### src/rtl/pipe_stage_chain.sv
// pipe_stage_chain
//   Parametrised chain of elastic register stages that carries a packed
//   control+data bundle between datapath stages. Each stage has a main register
//   and, when SKID=1, a skid register. With SKID=1 the ready signals are
//   registered. With SKID=0 there is no skid register and ready ripples
//   combinationally from the output end of the chain.
//
// Ports
//   Clk        in   1        clock, rising edge
//   Rst        in   1        asynchronous active-low reset
//   InValid    in   1        upstream word valid
//   InReady    out  1        chain accepts a word this cycle
//   InData     in   WIDTH    upstream payload
//   OutValid   out  1        last-stage word valid
//   OutReady   in   1        downstream accepts (0 = stall)
//   OutData    out  WIDTH    last-stage main register
//   Flush      in   STAGES   bit k kills all content of stage k (bit 0 = input side)
//   StageValid out  STAGES   bit k = main valid of stage k
//   Count      out  CW       total valid entries (main + skid) over all stages

module pipe_stage_chain #(
    parameter int              WIDTH      = 32,
    parameter int              STAGES     = 4,
    parameter int              SKID       = 1,
    parameter logic [WIDTH-1:0] RESET_DATA = '0
) (
    input  logic                              Clk,
    input  logic                              Rst,
    input  logic                              InValid,
    output logic                              InReady,
    input  logic [WIDTH-1:0]                  InData,
    output logic                              OutValid,
    input  logic                              OutReady,
    output logic [WIDTH-1:0]                  OutData,
    input  logic [STAGES-1:0]                 Flush,
    output logic [STAGES-1:0]                 StageValid,
    output logic [$clog2(2*STAGES+1)-1:0]     Count
);

    localparam int CW = $clog2(2*STAGES+1);

    logic [STAGES-1:0] mainValid, skidValid;
    logic [STAGES-1:0] mainValidNxt, skidValidNxt;
    logic [STAGES-1:0] loadMainIn, loadMainSkid, loadSkid;
    logic [STAGES-1:0] take, leave;
    logic [WIDTH-1:0]  mainData [STAGES];
    logic [WIDTH-1:0]  skidData [STAGES];
    logic [CW-1:0]     countNxt;

    // Index k of these chains is the input side of stage k; index STAGES is
    // the chain output, so stage k's downstream ready is readyChain[k+1].
    logic [STAGES:0]   readyChain;
    logic [STAGES:0]   validChain;
    logic [WIDTH-1:0]  dataChain [STAGES+1];

    always_comb begin : readyPath
        readyChain[STAGES] = OutReady;
        for (int k = STAGES - 1; k >= 0; k--) begin
            if (SKID != 0)
                readyChain[k] = ~skidValid[k];
            else
                readyChain[k] = ~mainValid[k] | readyChain[k+1];
        end
    end

    assign validChain = {mainValid, InValid};

    always_comb begin : dataPath
        dataChain[0] = InData;
        for (int k = 0; k < STAGES; k++)
            dataChain[k+1] = mainData[k];
    end

    assign take  = validChain[STAGES-1:0] & readyChain[STAGES-1:0];
    assign leave = mainValid & readyChain[STAGES:1];

    always_comb begin : nextState
        mainValidNxt = mainValid;
        skidValidNxt = skidValid;
        loadMainIn   = '0;
        loadMainSkid = '0;
        loadSkid     = '0;
        countNxt     = '0;
        for (int k = 0; k < STAGES; k++) begin
            if (!mainValid[k] || leave[k]) begin
                // A parked skid word is older than anything arriving, so it
                // takes the main slot first and the arrival refills the skid.
                if (SKID != 0 && skidValid[k]) begin
                    mainValidNxt[k] = 1'b1;
                    loadMainSkid[k] = 1'b1;
                    skidValidNxt[k] = take[k];
                    loadSkid[k]     = take[k];
                end else begin
                    mainValidNxt[k] = take[k];
                    loadMainIn[k]   = take[k];
                end
            end else if (SKID != 0 && take[k]) begin
                skidValidNxt[k] = 1'b1;
                loadSkid[k]     = 1'b1;
            end
            // Flush only kills valids: the upstream handshake still completes
            // and a word leaving this stage on the same edge is still delivered.
            if (Flush[k]) begin
                mainValidNxt[k] = 1'b0;
                skidValidNxt[k] = 1'b0;
            end
            countNxt = countNxt + CW'(mainValidNxt[k]) + CW'(skidValidNxt[k]);
        end
    end

    always_ff @(posedge Clk or negedge Rst) begin
        if (!Rst) begin
            mainValid <= '0;
            skidValid <= '0;
            Count     <= '0;
            for (int k = 0; k < STAGES; k++) begin
                mainData[k] <= RESET_DATA;
                skidData[k] <= RESET_DATA;
            end
        end else begin
            mainValid <= mainValidNxt;
            skidValid <= skidValidNxt;
            Count     <= countNxt;
            for (int k = 0; k < STAGES; k++) begin
                if (loadMainSkid[k])
                    mainData[k] <= skidData[k];
                else if (loadMainIn[k])
                    mainData[k] <= dataChain[k];
                if (loadSkid[k])
                    skidData[k] <= dataChain[k];
            end
        end
    end

    assign InReady    = readyChain[0];
    assign OutValid   = validChain[STAGES];
    assign OutData    = dataChain[STAGES];
    assign StageValid = mainValid;

endmodule

### config.mk
export PLATFORM = sky130hd
export DESIGN_NAME = pipe_stage_chain
export DESIGN_NICKNAME = d
export VERILOG_FILES = /design/src/rtl/pipe_stage_chain.sv
export SDC_FILE = /design/constraint.sdc
export NUM_CORES = 1
export LEC_CHECK = 0
export CAP_MARGIN = 20
export CORE_ASPECT_RATIO = 2
export CORE_MARGIN = 1.5
export CORE_UTILIZATION = 48
export DETAILED_ROUTE_END_ITERATION = 6
export PLACE_DENSITY = 0.64
export SETUP_SLACK_MARGIN = 0.02
export SYNTH_ARGS = -nofsm -noshare
export SYNTH_HDL_FRONTEND = slang
export SYNTH_SLANG_ARGS = --single-unit
### constraint.sdc
create_clock -name Clk -period 4.8 [get_ports Clk]
set_input_delay 0.72 -clock Clk [delete_from_list [all_inputs] [get_ports Clk]]
set_output_delay 0.72 -clock Clk [all_outputs]
set_load 0.1 [all_outputs]
==> impl_results.md <==
* Ys flop type: dfrtp_1
* Remaining DRCs at 0
* Syn nets at 923
* Switch share at 0.308
* First-pass GRT wire length at 31.8 mm
* Inst Count DP at 1171
* Slew Limit Fails at 0
* Outcome: complete, no violations
* Starting Density at 0.488
* Pwr Density at 427 nW/um^2
* Synthesized flop and latch total at 268
* Clock slew at reported path FFs at 60 ps
* Die height at 223 um
* VDD IR max at 0.357 mV
* Syn avg cell area at 13.2 um^2
* Net Sw Power at 1.74 mW
* Via Count at 6203
* Htree depth at 1
* Final setup viols at 0
* Cts hold-fix bufs at 0
* Initial antenna violation count at 0
* Synth warn at 0
* Global route overflow at 0
* Post-DRT Antenna Nets at 0
* Fin nets at 958
* Seq pwr share at 0.461
* Final Hold Viols at 0
* Cell taking the most area after synthesis: dfrtp_1
* # rows at 80
* Multi-input gate area at 4350 um^2
* Reg2Reg Setup Slack at 1370 ps
* Total core area at 23700 um^2
* Ant. Diodes at 0
* Startpoint Class: input port
* CP arrival at 3960 ps
* Post-synth ARST share at 1.00
* Most numerous cell in the Yosys netlist: dfrtp_1
* GR Util All Layers at 0.153
* Slew @ Worst Pin at 1050 ps
* Vias/cell at 5.11
* Slew headroom at 0.300
* Kind of critical path: input port to flop
* Resized Gates After CTS at 0
* Tightest Hold Check Type: input port to asynchronous set/reset pin
* Clock latency on the worst-skew pair at 520 ps
* # Max-Cap Violations at 0
* First-pass iteration count of the detailed router at 4
* Beginning of the worst register-to-register path: skidValid[2]
* Layout overhead on the synthesized area at 14.2%
* CP Capture Type: flop
* Worst path required time at 5190 ps
* I/O pin total at 82
* WL/cell at 14.9 um
* Post-Route WL at 18.1 mm
* Number of synthesized flops with an enable pin at 0
* Synth cell count leaders: dfrtp_1 (268), mux2_2 (185), nand2_1 (99)
* Static Leak at 6.09 nW
* Max Fclk at 0.280 GHz
* Final cell count without fillers at 1214
* Clk pwr share at 0.335
* Largest net degree at the start of global routing at 140
* GP Congestion at 0.740
* Cts bufs inserted at 24
* Clock Path Buffers at 3
* Fin Setup TNS at 0 ps
* Clk_skew at 7.95 ps
* FF-to-FF End: Count[2]
* Reg area at 6710 um^2
* Postcts setup bufs at 0
* Layout cells sized above 1 at 0.263
* Final period util at 0.744
* Final Core Density at 0.557
* TritonCTS clock tree: yes
* Int Pwr at 3.91 mW
* Root Driver: clkbuf_16
* Register area share after synthesis at 0.580
* HPWL after DPL at 12.0 mm
* Clock sink count at 268
* Die width at 113 um
* Vias in the first global route at 6433
* Initial DRC count at 223
* Minimum clock period at 3570 ps
* Yosys cell types at 25
* Area share of the largest cell type after synthesis at 0.580
* Synth area leaders: dfrtp_1 (58%), mux2_2 (18%), mux2i_1 (8.3%)
* Unrepaired setup endpoints after global routing: false
* Cells after Synth at 876
* IO buf count at 81
* Die footprint at 25100 um^2
* Reg2reg path depth at 10
* Share of total power in combinational logic at 0.203
* Synthesized cell area at 11600 um^2
* Fillcell total at 1987
* Worst Path Max Fanout at 4
metal layers:
metal / vias to the layer above / GRT usage / wire [um]
met5: - / 0 / 0
met4: 0 / 0.0478 / 335
met3: 20 / 0.0232 / 639
met2: 86 / 0.252 / 8600
met1: 3019 / 0.208 / 8510
li1: 3078 / - / -
layout by cell type, fill, tap and decap left out:
master / synthesis / layout
nor3b_4: 1 / 1
buf_8: 0 / 1
clkbuf_1: 15 / 6
or3_1: 2 / 2
nor2b_1: 1 / 1
o2bb2ai_4: 0 / 3
buf_16: 0 / 2
dfrtp_1: 268 / 265
buf_4: 40 / 7
xnor2_1: 1 / 1
a21oi_1: 5 / 5
clkbuf_8: 0 / 6
mux2i_1: 96 / 96
nor3_1: 2 / 2
mux2_1: 7 / 7
nor2_1: 4 / 4
o21a_1: 1 / 1
clkbuf_16: 0 / 25
o21ai_0: 96 / 96
nand2_1: 99 / 99
bufinv_16: 0 / 1
nand4_2: 1 / 1
mux2_2: 185 / 185
fa_1: 4 / 4
clkinvlp_4: 0 / 1
buf_12: 0 / 3
nand4b_4: 2 / 2
nand2b_1: 1 / 1
dfrtp_2: 0 / 3
clkdlybuf4s50_1: 0 / 80
inv_1: 10 / 10
clkinv_2: 0 / 3
ha_1: 3 / 3
stage by stage:
step / setup WS (ps) / hold WS, ps / cell area (um^2) / total power [mW]
floorplan: 1120 / 424 / 11600 / 3.59
global placement: 784 / 462 / 12300 / 3.78
detailed placement: 716 / 473 / 12400 / 3.81
CTS: 1260 / 405 / 13200 / 5.73
global route: 1100 / 429 / 13200 / 5.91
finish: 1230 / 325 / 13200 / 5.65
layout make-up:
class / instances / area share
Clock inverter: 5 / 0.00398
Clock buffer: 37 / 0.0553
Timing Repair Buffer: 93 / 0.0744
Tap cell: 287 / 0.0272
Multi-Input combinational cell: 514 / 0.329
Sequential cell: 268 / 0.508
Inverter: 10 / 0.00284
how the worst max path moves through the flow:
stage / start / to / slack (ps) / cells after the start
after CTS: OutReady / Count[2] / 1260 / 12
after global placement: OutReady / Count[2] / 780 / 12
after detailed placement: OutReady / Count[2] / 720 / 12
after global routing: OutReady / Count[2] / 1100 / 12
final: OutReady / Count[2] / 1230 / 12
after floorplan: StageValid[0] / Count[2] / 1120 / 12
critical path, cell delays in order:
cell,delay [ps]
clkdlybuf4s50_1,450
nand2b_1,210
a21oi_1,190
fa_1,540
inv_1,50
fa_1,470
inv_1,50
fa_1,480
ha_1,170
inv_1,60
fa_1,430
xnor2_1,140
cell families (layout without fill, tap and decap cells):
kind of cell,after synthesis,in the layout,share of synthesized area
mux,288,288,0.270
xor+xnor,1,1,0.000757
simple gates,113,113,0.0432
fa+ha+maj,7,7,0.0102
flops,268,268,0.580
compound gates,105,105,0.0482
buf+inv,94,145,0.0482
power by group through the flow:
stage,clock (mW),sequential [mW],combinational (mW)
final,1.89,2.60,1.15
after global routing,2.05,2.64,1.22
after CTS,1.96,2.61,1.16
after detailed placement,0,2.65,1.16
after global placement,0,2.64,1.14
after floorplan,0,2.62,0.966
registers in the layout (all words and copies together), names as in the netlist:
register    flops
Count           4
skidValid       4
dataChain      96
OutData        32
StageValid      4
skidData      128
(Power assumes the default switching activity.)
